**config.mk**
```make
export PLATFORM = sky130hd
export DESIGN_NAME = event_req_mux_flat
export DESIGN_NICKNAME = d
export VERILOG_FILES = /design/src/rtl/event_req_mux_if.sv /design/src/rtl/event_req_mux.sv /design/src/flat_wrapper.sv
export SDC_FILE = /design/constraint.sdc
export NUM_CORES = 1
export LEC_CHECK = 0
export CORE_MARGIN = 2
export CORE_UTILIZATION = 62
export DETAILED_ROUTE_END_ITERATION = 16
export GPL_ROUTABILITY_DRIVEN = 0
export PLACE_DENSITY = 0.94
export RECOVER_POWER = 100
export SLEW_MARGIN = 10
export SYNTH_ARGS = -nofsm -noshare
export SYNTH_HDL_FRONTEND = slang
export SYNTH_SLANG_ARGS = --single-unit
```
**constraint.sdc**
```tcl
create_clock -name clk -period 5.3 [get_ports clk]
set_input_delay 1.59 -clock clk [delete_from_list [all_inputs] [get_ports clk]]
set_output_delay 1.59 -clock clk [all_outputs]
set_load 0.05 [all_outputs]
```
**src/rtl/event_req_mux_if.sv**
```systemverilog
// event_req_mux_if: bundles the producer, arbiter and downstream signals of
// event_req_mux.
//   in_vld/in_data/in_rdy : four producer ports, port i at in_data[i*DW +: DW]
//   req                   : request lines to the round-robin arbiter
//   vgnt/egnt/eval        : one-hot grant, encoded grant, grant valid
//   out_vld/out_data/out_port/out_stall : registered, stallable output stage
//   err                   : sticky protocol-error flag
// master = environment side (producers, arbiter, sink); slave = event_req_mux.
interface event_req_mux_if #(
  parameter int DW = 64
);
  logic [3:0]      in_vld;
  logic [4*DW-1:0] in_data;
  logic [3:0]      in_rdy;
  logic [3:0]      req;
  logic [3:0]      vgnt;
  logic [1:0]      egnt;
  logic            eval;
  logic            out_vld;
  logic [DW-1:0]   out_data;
  logic [1:0]      out_port;
  logic            out_stall;
  logic            err;

  modport master (
    output in_vld, in_data, vgnt, egnt, eval, out_stall,
    input  in_rdy, req, out_vld, out_data, out_port, err
  );

  modport slave (
    input  in_vld, in_data, vgnt, egnt, eval, out_stall,
    output in_rdy, req, out_vld, out_data, out_port, err
  );
endinterface

```
**src/rtl/event_req_mux.sv**
```systemverilog
// event_req_mux: requester-side front end for a 4-way sticky round-robin
// arbiter. Buffers events from four producer ports in per-port FIFOs, raises
// req[3:0] for non-empty ports, pops the granted FIFO into a registered,
// stallable output stage, and limits consecutive pops from one port so a busy
// port cannot starve the others.
// Ports:
//   clk     : clock, rising-edge
//   reset_n : asynchronous active-low reset
//   bus     : event_req_mux_if.slave (producer, arbiter and output signals)
module event_req_mux #(
  parameter int DW       = 64,
  parameter int DEPTH    = 4,
  parameter int MAXBURST = 8
) (
  input  logic                 clk,
  input  logic                 reset_n,
  event_req_mux_if.slave       bus
);

  localparam int AW = $clog2(DEPTH);
  localparam int CW = AW + 1;
  localparam int BW = $clog2(MAXBURST + 1);

  logic [DW-1:0] mem [4][DEPTH];
  logic [AW-1:0] wr_ptr [4];
  logic [AW-1:0] rd_ptr [4];
  logic [CW-1:0] count  [4];

  logic [3:0]    nonempty;
  logic [3:0]    push;
  logic [3:0]    pop_vec;
  logic [3:0]    mask;
  logic [3:0]    gnt_onehot;
  logic [3:0]    last_onehot;
  logic          bad;
  logic          pop;
  logic [BW-1:0] burst;
  logic [1:0]    last_port;

  always_comb begin
    for (int unsigned i = 0; i < 4; i++) begin
      nonempty[i]   = (count[i] != '0);
      bus.in_rdy[i] = (count[i] < CW'(DEPTH));
      push[i]       = bus.in_vld[i] && bus.in_rdy[i];
    end
  end

  // A grant is only honoured when it is well-formed; anything else raises err
  // and is otherwise ignored.
  always_comb begin
    gnt_onehot = 4'b0001 << bus.egnt;
    bad        = bus.eval && (bus.out_stall || !nonempty[bus.egnt] ||
                              (bus.vgnt != gnt_onehot));
    pop        = bus.eval && !bad;
    pop_vec    = pop ? gnt_onehot : '0;
  end

  // A saturated port is masked only while someone else is waiting, so a lone
  // requester keeps streaming without a bubble.
  always_comb begin
    last_onehot = 4'b0001 << last_port;
    mask        = '0;
    if ((burst == BW'(MAXBURST)) && ((nonempty & ~last_onehot) != '0))
      mask = last_onehot;
    bus.req = bus.out_stall ? '0 : (nonempty & ~mask);
  end

  always_ff @(posedge clk or negedge reset_n) begin
    if (!reset_n) begin
      for (int unsigned i = 0; i < 4; i++) begin
        wr_ptr[i] <= '0;
        rd_ptr[i] <= '0;
        count[i]  <= '0;
      end
    end else begin
      for (int unsigned i = 0; i < 4; i++) begin
        if (push[i])
          wr_ptr[i] <= wr_ptr[i] + AW'(1);
        if (pop_vec[i])
          rd_ptr[i] <= rd_ptr[i] + AW'(1);
        case ({push[i], pop_vec[i]})
          2'b10:   count[i] <= count[i] + CW'(1);
          2'b01:   count[i] <= count[i] - CW'(1);
          default: count[i] <= count[i];
        endcase
      end
    end
  end

  // Payload storage carries no reset; validity is tracked by the counts.
  always_ff @(posedge clk) begin
    for (int unsigned i = 0; i < 4; i++) begin
      if (push[i])
        mem[i][wr_ptr[i]] <= bus.in_data[i*DW +: DW];
    end
  end

  always_ff @(posedge clk or negedge reset_n) begin
    if (!reset_n) begin
      bus.out_vld  <= 1'b0;
      bus.out_data <= '0;
      bus.out_port <= '0;
    end else if (!bus.out_stall) begin
      if (pop) begin
        bus.out_vld  <= 1'b1;
        bus.out_data <= mem[bus.egnt][rd_ptr[bus.egnt]];
        bus.out_port <= bus.egnt;
      end else begin
        bus.out_vld  <= 1'b0;
      end
    end
  end

  always_ff @(posedge clk or negedge reset_n) begin
    if (!reset_n) begin
      burst     <= '0;
      last_port <= '0;
    end else if (pop) begin
      if (bus.egnt == last_port) begin
        if (burst != BW'(MAXBURST))
          burst <= burst + BW'(1);
      end else begin
        burst     <= BW'(1);
        last_port <= bus.egnt;
      end
    end else if (!bus.out_stall && !bus.eval) begin
      burst <= '0;
    end
  end

  always_ff @(posedge clk or negedge reset_n) begin
    if (!reset_n)
      bus.err <= 1'b0;
    else if (bad)
      bus.err <= 1'b1;
  end

endmodule
```
**src/flat_wrapper.sv**
```systemverilog
// flat-port wrapper written by rule: the top's interface ports become plain ports
module event_req_mux_flat 
#(
  parameter int DW       = 64,
  parameter int DEPTH    = 4,
  parameter int MAXBURST = 8
)
  (clk, reset_n, bus_in_vld, bus_in_data, bus_vgnt, bus_egnt, bus_eval, bus_out_stall, bus_in_rdy, bus_req, bus_out_vld, bus_out_data, bus_out_port, bus_err);
  event_req_mux_if #(.DW(DW)) bus_i ();
  input  logic clk;
  input  logic reset_n;
  input wire logic [$bits(bus_i.in_vld)-1:0] bus_in_vld;
  input wire logic [$bits(bus_i.in_data)-1:0] bus_in_data;
  input wire logic [$bits(bus_i.vgnt)-1:0] bus_vgnt;
  input wire logic [$bits(bus_i.egnt)-1:0] bus_egnt;
  input wire logic [$bits(bus_i.eval)-1:0] bus_eval;
  input wire logic [$bits(bus_i.out_stall)-1:0] bus_out_stall;
  output wire logic [$bits(bus_i.in_rdy)-1:0] bus_in_rdy;
  output wire logic [$bits(bus_i.req)-1:0] bus_req;
  output wire logic [$bits(bus_i.out_vld)-1:0] bus_out_vld;
  output wire logic [$bits(bus_i.out_data)-1:0] bus_out_data;
  output wire logic [$bits(bus_i.out_port)-1:0] bus_out_port;
  output wire logic [$bits(bus_i.err)-1:0] bus_err;
  assign bus_i.in_vld = bus_in_vld;
  assign bus_i.in_data = bus_in_data;
  assign bus_i.vgnt = bus_vgnt;
  assign bus_i.egnt = bus_egnt;
  assign bus_i.eval = bus_eval;
  assign bus_i.out_stall = bus_out_stall;
  assign bus_in_rdy = bus_i.in_rdy;
  assign bus_req = bus_i.req;
  assign bus_out_vld = bus_i.out_vld;
  assign bus_out_data = bus_i.out_data;
  assign bus_out_port = bus_i.out_port;
  assign bus_err = bus_i.err;
  event_req_mux #(.DW(DW), .DEPTH(DEPTH), .MAXBURST(MAXBURST)) u_core (.clk(clk), .reset_n(reset_n), .bus(bus_i));
endmodule
```
==> impl_metrics.yaml, run 1 <==
drt:
  vias: 23930
  wirelength_um: 117900
  wl_per_cell_um: 33.25
  vias_per_cell: 6.746
  ant_nets: 0
  drt-initial-drc-count: 3088
  first_pass_iters: 5
  drc_errors: 0
layout:
  syn2layout_area_growth_pct: 18.97
  mostFrequentLayoutCells: "1024 x edfxtp_1, 337 x dlygate4sd3_1, 256 x mux4_2, 108 x clkbuf_16, 102 x dfrtp_1"
  mostFrequentLayoutCell: "edfxtp_1"
  drive_above_1_share_pct: 21.14
  layout.nets: 2769
  utilization_pct: 74.28
timing:
  setup_viol: 0
  fin_crit_ns: 5.096
  rsz0062_at_grt: "no"
  worst_pin_slew_ns: 3.489
  drv_slew: 527
  hold_violations: 0
  max_slew_margin_pct: -132.6
  final.setup.tns_ns: 0
  worst_clock_skew_ns: 0.02895
  timing.fmax_mhz: 196.2
  finalCritPeriodShare_pct: 96.15
global_route:
  track_usage_pct: 32.68
  grt_max_degree: 134
  grt_pass1_vias: 25230
  grt_remaining_overflow: 0
  antenna_found_initial: 53
  grt_pass1_wl_um: 170100
floorplanning:
  core_area_um2: 69790
  die_w_um: 269.1
  initial_utilization_pct: 62.44
  ioPinCount: 346
  die_h_um: 269.1
  die-area_um2: 72410
  rows: 97
cts:
  htreeDepth: 3
  cts_sinks: 1126
  cts_tree: "built"
  postCtsHoldBufs: 0
  root_buffer: "clkbuf_16"
  cts_buffers: 107
  clkTransAtPathRegs_ns: 0.06
  clock_latency_ns: 0.68
  cts_resized: 0
  cts_setup_buffers: 0
  cts_buffer_depth: 3
placement:
  dp_hpwl_um: 65520
  port_buffers: 345
logic_synthesis:
  ys_types: 49
  synth.net_count: 2374
  ys_seq_area_share_pct: 76.43
  syn_avg_cell_area_um2: 20.97
  synth_edf_count: 1024
  synthCells: 2078
  synth_seq_cells: 1126
  synth_warnings: 0
  synthFlopType: "edfxtp_1"
  synthArstFlopShare_pct: 9.059
  netlist_area_um2: 43570
status:
  status: "finished with violations"
  violations: "max-capacitance violations, max-slew violations"
setup_path:
  crit_fanout: 19
  cpLargestDelayFamily: "simple AND/OR/NAND/NOR gates"
  slowest_delay_ns: 1.86
  cp.buffers_inverters: 2
  crit_chain: "dlygate4sd3_1 > nor2b_1 > and2_0 > clkbuf_2"
  crit_slowest_cell: "and2_0"
  start_kind: "input pin"
  worstSetupPathType: "in2reg"
  crit_required_ns: 5.59
  arrival_ns: 5.39
  cp-end-kind: "flip-flop"
min_path:
  hold_class: "reg2reg"
pwr:
  vdd_drop_max_mv: 0.3393
  cellPowerDensity_nw_per_um2: 466.8
  leakage_nw: 17.34
job:
  cap_violations: 18
==> logic make-up after synthesis <==
logic type / Yosys count / synth area share [%]
compound gates: 155 / 1.898
xor+xnor: 26 / 0.5226
fa+ha+maj: 26 / 0.8155
buf+inv: 144 / 1.657
flops: 1126 / 76.43
mux: 388 / 16.51
simple gates: 213 / 2.174
==> worst register-to-register path: stages (launching register included) <==
cell      delay (ns)
dfrtp_1         0.41
nor2b_1         0.62
and2_0          1.86
clkbuf_2        0.74
==> report_power, final <==
group	internal [W]	leakage (nW)	switching, W
Combinational	0.00142	4.94	0.00307
Sequential	0.0112	10.6	0.000547
Clock	0.00458	1.79	0.00334
Total	0.0172	17.3	0.00696
==> flip-flops by register name (all words and copies together) (netlist names) <==
signal,cells
u_core.burst,4
u_core.bus.err,1
u_core.bus.out_data,64
u_core.bus.out_port,2
u_core.bus.out_vld,1
u_core.count,12
u_core.last_port,2
u_core.mem,1024
u_core.rd_ptr,8
u_core.wr_ptr,8
==> synthesized netlist by cell type (2+ instances only) <==
cell type  count  area, µm²
nor3_1         3      15.01
inv_1         34      127.6
nor3_2         3      30.03
o211ai_1       2      15.01
nand2_1       87      326.6
ha_1          22      275.3
and2_1        18      112.6
o21ai_1       65      325.3
or3_1          2      12.51
nor2b_1        5      31.28
o21ai_0       10      50.05
mux2_2        64      720.7
dfrtp_1      102       2552
nand4b_1       2      17.52
a211oi_1       2      15.01
buf_4         10      75.07
mux2i_1       66      660.6
buf_6         11      123.9
xnor2_1       17      148.9
mux4_2       258       5811
a21oi_1       65      325.3
buf_2         49      245.2
buf_1          5      18.77
edfxtp_1    1024      30750
xor2_1         9      78.83
fa_1           4      80.08
clkbuf_1      35      131.4
nand3_1        9      45.04
nor2_1        75      281.5
==> final timing paths <==
kind	endpoint	startpoint	cells past startpoint	slack (ns)
min	u_core.bus.err	u_core.bus.err	1	0.46
min in group asynchronous	u_core.burst[2]	reset_n	1	2.09
max	u_core.mem[0][57]	bus_in_vld[0]	4	0.20
max reg2reg	u_core.mem[0][57]	u_core.count[11]	3	1.30
max in group asynchronous	u_core.bus.out_data[27]	reset_n	1	1.19
min reg2reg	u_core.bus.err	u_core.bus.err	1	0.46
==> layout make-up <==
type | count | area, µm²
Timing Repair Buffer | 396 | 3953
Antenna cell | 39 | 97.59
Multi-Input combinational cell | 808 | 9538
Fill cell | 3576 | 17950
Clock inverter | 49 | 564.3
Clock buffer | 155 | 3079
Tap cell | 940 | 1176
Inverter | 34 | 127.6
Sequential cell | 1126 | 33300
==> metrics by stage <==
stage,power (W),instance area [µm²],cells,setup WS [ns],hold WS [ns]
global route,0.02478,51820,3540,0.2031,0.4765
CTS,0.02435,52010,3508,0.3837,0.4714
finish,0.02420,51840,3547,0.2039,0.4612
floorplan,0.01436,43570,2078,0.9628,0.4370
detailed placement,0.01645,48370,3304,0.5304,0.4627
global placement,0.01613,48370,3304,0.5404,0.4422
==> metal layers <==
metal	part of all wire [%]	wire (µm)	vias to the layer above	global-route usage [%]
met2	51	60350	1990	54.72
li1	-	-	9253	-
met1	33	39410	12320	41.21
met5	0.14	161	-	0
met3	11	13310	338	7.285
met4	4.0	4704	26	15.29
No activity file was read; power rests on OpenSTA's default activity.
==> run 2, diff against run 1 <==
Settings changed: CORE_UTILIZATION 62 to 36, PLACE_DENSITY 0.94 to 0.64.
==> run 2 against run 1 <==
Count of clock-buffer cells in the layout rose by 10. Sequential share of layout area down 1.3 points. Design area increased by 2.1%. The run still ends with max-capacitance violations, max-slew violations left. Total power up 0.76%. Worst hold slack lost 0.0033 ns.
==> impl_metrics.yaml, run 2 (synthesis gave the netlist of run 1 again) <==
status:
  status: "finished with violations"
  violations: "max-capacitance violations, max-slew violations"
timing:
  worst_pin_slew_ns: 3.411
  worst_clock_skew_ns: 0.03510
  whs_ns: 0.4579
  finalCritPeriodShare_pct: 94.79
  fin_crit_ns: 5.024
  timing.fmax_mhz: 199.0
  setup_viol: 0
  final.setup.tns_ns: 0
  rsz0062_at_grt: "no"
  hold_violations: 0
  drv_slew: 522
  max_slew_margin_pct: -127.4
global_route:
  track_usage_pct: 19.24
  grt_pass1_vias: 23850
  grt_remaining_overflow: 0
  antenna_found_initial: 52
  grt_pass1_wl_um: 171900
  grt_max_degree: 122
floorplanning:
  core_area_um2: 120000
  rows: 127
  ioPinCount: 346
  die-area_um2: 123800
  die_h_um: 351.9
  die_w_um: 351.9
  initial_utilization_pct: 36.32
layout:
  largest_register_ff_count: 1024
  drive_above_1_share_pct: 21.63
  mostFrequentLayoutCell: "edfxtp_1"
  syn2layout_area_growth_pct: 21.44
  mostFrequentLayoutCells: "1024 x edfxtp_1, 337 x dlygate4sd3_1, 257 x mux4_2, 115 x clkbuf_16, 102 x dfrtp_1"
  layout.nets: 2788
cts:
  clock_latency_ns: 0.73
  cts_buffer_depth: 3
  cts_buffers: 114
  postCtsHoldBufs: 0
  htreeDepth: 3
  cts_sinks: 1126
  cts_setup_buffers: 0
  cts_tree: "built"
  root_buffer: "clkbuf_16"
  clkTransAtPathRegs_ns: 0.06
  cts_resized: 0
drt:
  ant_nets: 0
  first_pass_iters: 7
  vias_per_cell: 5.245
  vias: 22150
  drt-initial-drc-count: 2098
  wl_per_cell_um: 28.33
  wirelength_um: 119600
  drc_errors: 0
setup_path:
  arrival_ns: 5.36
  crit_required_ns: 5.64
  cp-end-kind: "flip-flop"
  crit_fanout: 25
  start_kind: "input pin"
  worstSetupPathType: "in2reg"
placement:
  dp_hpwl_um: 70700
  port_buffers: 345
pwr:
  cellPowerDensity_nw_per_um2: 460.8
  finalPower_w: 0.02438
  vdd_drop_max_mv: 0.2928
  leakage_nw: 17.48
min_path:
  hold_class: "reg2reg"
job:
  cap_violations: 19
[run 2: cell types whose count changed in the layout (fill, tap and decap cells not counted), moves of 6 or more]
cell       delta
diode_2      -22
clkbuf_16     +7
o21ai_1       -6
clkbuf_2     +10
clkbuf_1     +11
o21ai_0       +6
[run 2: per-layer routing]
layer	wire [µm]	vias up	track usage, %
met5	218	-	0
met4	2433	38	5.279
met3	8675	219	4.254
met2	59780	807	32.39
met1	48530	11810	25.16
li1	-	9276	-
[run 2: area by class of cell]
cell class,count,area (µm²)
fillers,10120,67060
flip-flops and latches,1126,33300
multi-input cells,808,9553
repair buffers,408,3975
clock buffers,165,3266
well taps,1612,2017
clock inverters,53,631.9
inverters,34,127.6
diodes,17,42.54
[run 2: critical path: stages]
cell and delay [ns]:
dlygate4sd3_1 0.58, nor2b_1 0.53, and2_1 1.70, clkbuf_4 0.89
[run 2: stage by stage]
stage	setup WS [ns]	utilization, %	cell area, µm²	cells
CTS	0.3737	44.33	53180	4206
floorplan	0.9628	-	43570	2078
global placement	0.5115	41.08	49290	3988
detailed placement	0.4871	41.08	49290	3988
global route	0.1531	44.08	52880	4211
finish	0.2759	44.11	52910	4223
[run 2: path summary, 6_finish.rpt]
path                                 startpoint                 endpoint  slack [ns]  cells past startpoint
worst min register to register   u_core.bus.err           u_core.bus.err        0.46                      1
worst max register to register  u_core.count[2]         u_core.mem[3][5]        1.37                      3
worst min-delay path             u_core.bus.err           u_core.bus.err        0.46                      1
worst max-delay path              bus_in_vld[3]         u_core.mem[3][5]        0.28                      4
max in group asynchronous               reset_n  u_core.bus.out_data[15]        0.79                      2
min in group asynchronous               reset_n           u_core.bus.err        2.03                      1
[run 2: where the power goes]
part	total (W)	switching, W	internal (W)
registers	0.0117	0.000459	0.0112
clock network	0.00823	0.00344	0.00479
logic	0.00447	0.00306	0.00141
total	0.0244	0.00696	0.0174
==> run 3, diff against run 2 <==
Settings changed: CELL_PAD_IN_SITES_DETAIL_PLACEMENT from default to 2, CELL_PAD_IN_SITES_GLOBAL_PLACEMENT from default to 2, PLACE_DENSITY 0.64 to 0.75.
Clock period 5.3 ns to 5.8 ns, I/O delays scaled along.
==> run 3 against run 2 <==
Count of clock-buffer cells in the layout decreased by 8. Routed wire length increased by 15%. Largest cell class unchanged. First-iteration DRC count decreased by 13%. Largest power group unchanged. The flow still finishes with violations (max-capacitance violations, max-slew violations). Non-clock buffer count decreased by 8. Combinational power decreased by 6.3%. Die area unchanged. Critical endpoint is now u_core.mem[0][125].
==> impl_metrics.yaml, run 3 (synthesis gave the netlist of run 1 again) <==
drt:
  wirelength_um: 137300
  vias_per_cell: 5.313
  first_pass_iters: 5
  drt-initial-drc-count: 1825
  wl_per_cell_um: 32.53
  vias: 22430
  drc_errors: 0
  ant_nets: 0
layout:
  syn2layout_area_growth_pct: 21.65
  layout.nets: 2784
  finalNonFillerCells: 4222
  largest_register_ff_count: 1024
  mostFrequentLayoutCells: "1024 x edfxtp_1, 338 x dlygate4sd3_1, 257 x mux4_2, 122 x clkbuf_16, 102 x dfrtp_1"
  mostFrequentLayoutCell: "edfxtp_1"
  num-fill-cells: 10900
  drive_above_1_share_pct: 21.16
  utilization_pct: 44.18
floorplanning:
  die_w_um: 351.9
  core_area_um2: 120000
  rows: 127
  ioPinCount: 346
  die-area_um2: 123800
  initial_utilization_pct: 36.32
  die_h_um: 351.9
cts:
  cts_buffer_depth: 3
  root_buffer: "clkbuf_16"
  cts_sinks: 1126
  cts_buffers: 118
  cts_resized: 0
  cts_tree: "built"
  cts_setup_buffers: 0
  htreeDepth: 3
  postCtsHoldBufs: 0
  clkTransAtPathRegs_ns: 0.06
  clock_latency_ns: 0.70
pwr:
  internal-power_w: 0.01627
  power.share.clock_pct: 34.7
  vdd_drop_max_mv: 0.2594
  switching_share_pct: 28.90
  cellPowerDensity_nw_per_um2: 431.6
  pwr-share-seq_pct: 47.0
  leakage_nw: 17.51
  p_sw_w: 0.006611
  p_comb_share_pct: 18.3
placement:
  placedCellCount: 3980
  dp_slack_ns: 0.6822
  port_buffers: 345
  dp_hpwl_um: 83770
timing:
  timing.fmax_mhz: 186.9
  worst_clock_skew_ns: 0.02085
  drv_slew: 684
  final.setup.tns_ns: 0
  setup_slack_ns: 0.4494
  finalCritPeriodShare_pct: 92.25
  hold_violations: 0
  worst_pin_slew_ns: 3.905
  max_slew_margin_pct: -160.4
  rsz0062_at_grt: "no"
  fin_crit_ns: 5.351
  setup_viol: 0
min_path:
  hold_class: "reg2reg"
  min_to: "u_core.bus.err"
  min_path_cells: 1
  min_from: "u_core.bus.err"
global_route:
  grt_pass1_wl_um: 196700
  track_usage_pct: 22.29
  antenna_found_initial: 69
  grt_pass1_vias: 25770
  grt_remaining_overflow: 0
  grt_max_degree: 135
setup_path:
  r2r-start: "u_core.count[7]"
  start_kind: "input pin"
  r2r_cells: 7
  crit_required_ns: 6.04
  crit_fanout: 27
  ff2ff_setup_slack_ns: 1.38
  arrival_ns: 5.59
  crit_start: "bus_in_vld[0]"
  rr_endpoint: "u_core.bus.out_data[22]"
  worstSetupPathType: "in2reg"
  cp-end-kind: "flip-flop"
status:
  status: "finished with violations"
  violations: "max-capacitance violations, max-slew violations"
job:
  cap_violations: 23
[run 3: cell types whose count changed in the layout (fill, tap and decap cells not counted), moves of 7 or more]
cell and change:
clkbuf_16 +7, o21ai_0 -7, clkbuf_2 -15, clkbuf_8 -7
clkinv_1 +12, o21ai_1 +7
[run 3: power by group through the flow]
| stage | registers, W | logic [W] | clock network [W] |
|---|---|---|---|
| floorplan | 0.0113 | 0.00181 | 0 |
| global placement | 0.0107 | 0.00430 | 0 |
| detailed placement | 0.0109 | 0.00448 | 0 |
| CTS | 0.0107 | 0.00451 | 0.00806 |
| global route | 0.0109 | 0.00447 | 0.00835 |
| finish | 0.0108 | 0.00419 | 0.00793 |
[run 3: how the worst max path moves through the flow]
stage / endpoint
2_1_floorplan: bus_req[1]
3_3_place_gp: bus_req[3]
4_1_cts: bus_req[3]
6_report: u_core.mem[0][125]
3_5_place_dp: bus_req[3]
5_1_grt: u_core.bus.out_data[25]
[run 3: metrics by stage]
step	area (µm²)	total power, W	hold slack [ns]
global placement	49180	0.01501	0.4476
detailed placement	49180	0.01535	0.4516
finish	53010	0.02288	0.4586
CTS	53230	0.02329	0.4657
global route	52990	0.02367	0.4829
floorplan	43570	0.01312	0.4370
[run 3: area by class of cell]
class / count / area (µm²) / share of cell area, %
antenna: 20 / 50.05 / 0.09442
clock buffer: 157 / 3314 / 6.253
clock inverter: 65 / 742.0 / 1.400
inverter: 34 / 127.6 / 0.2408
multi-input combinational: 808 / 9535 / 17.99
sequential: 1126 / 33300 / 62.83
tap: 1612 / 2017 / 3.805
timing repair buffer: 400 / 3919 / 7.393
[run 3: critical path: stages]
cell	delay (ns)
dlygate4sd3_1	0.53
nor2b_1	0.60
and2_4	0.63
clkbuf_1	2.01
[run 3: per-layer routing]
layer	vias to the layer above	GRT usage [%]	part of all wire, %	wire (µm)
met4	42	6.129	1.9	2564
met3	222	4.876	5.7	7842
met5	-	0	0.18	251
met1	12190	28.29	40	55590
met2	723	38.50	52	71080
li1	9258	-	-	-
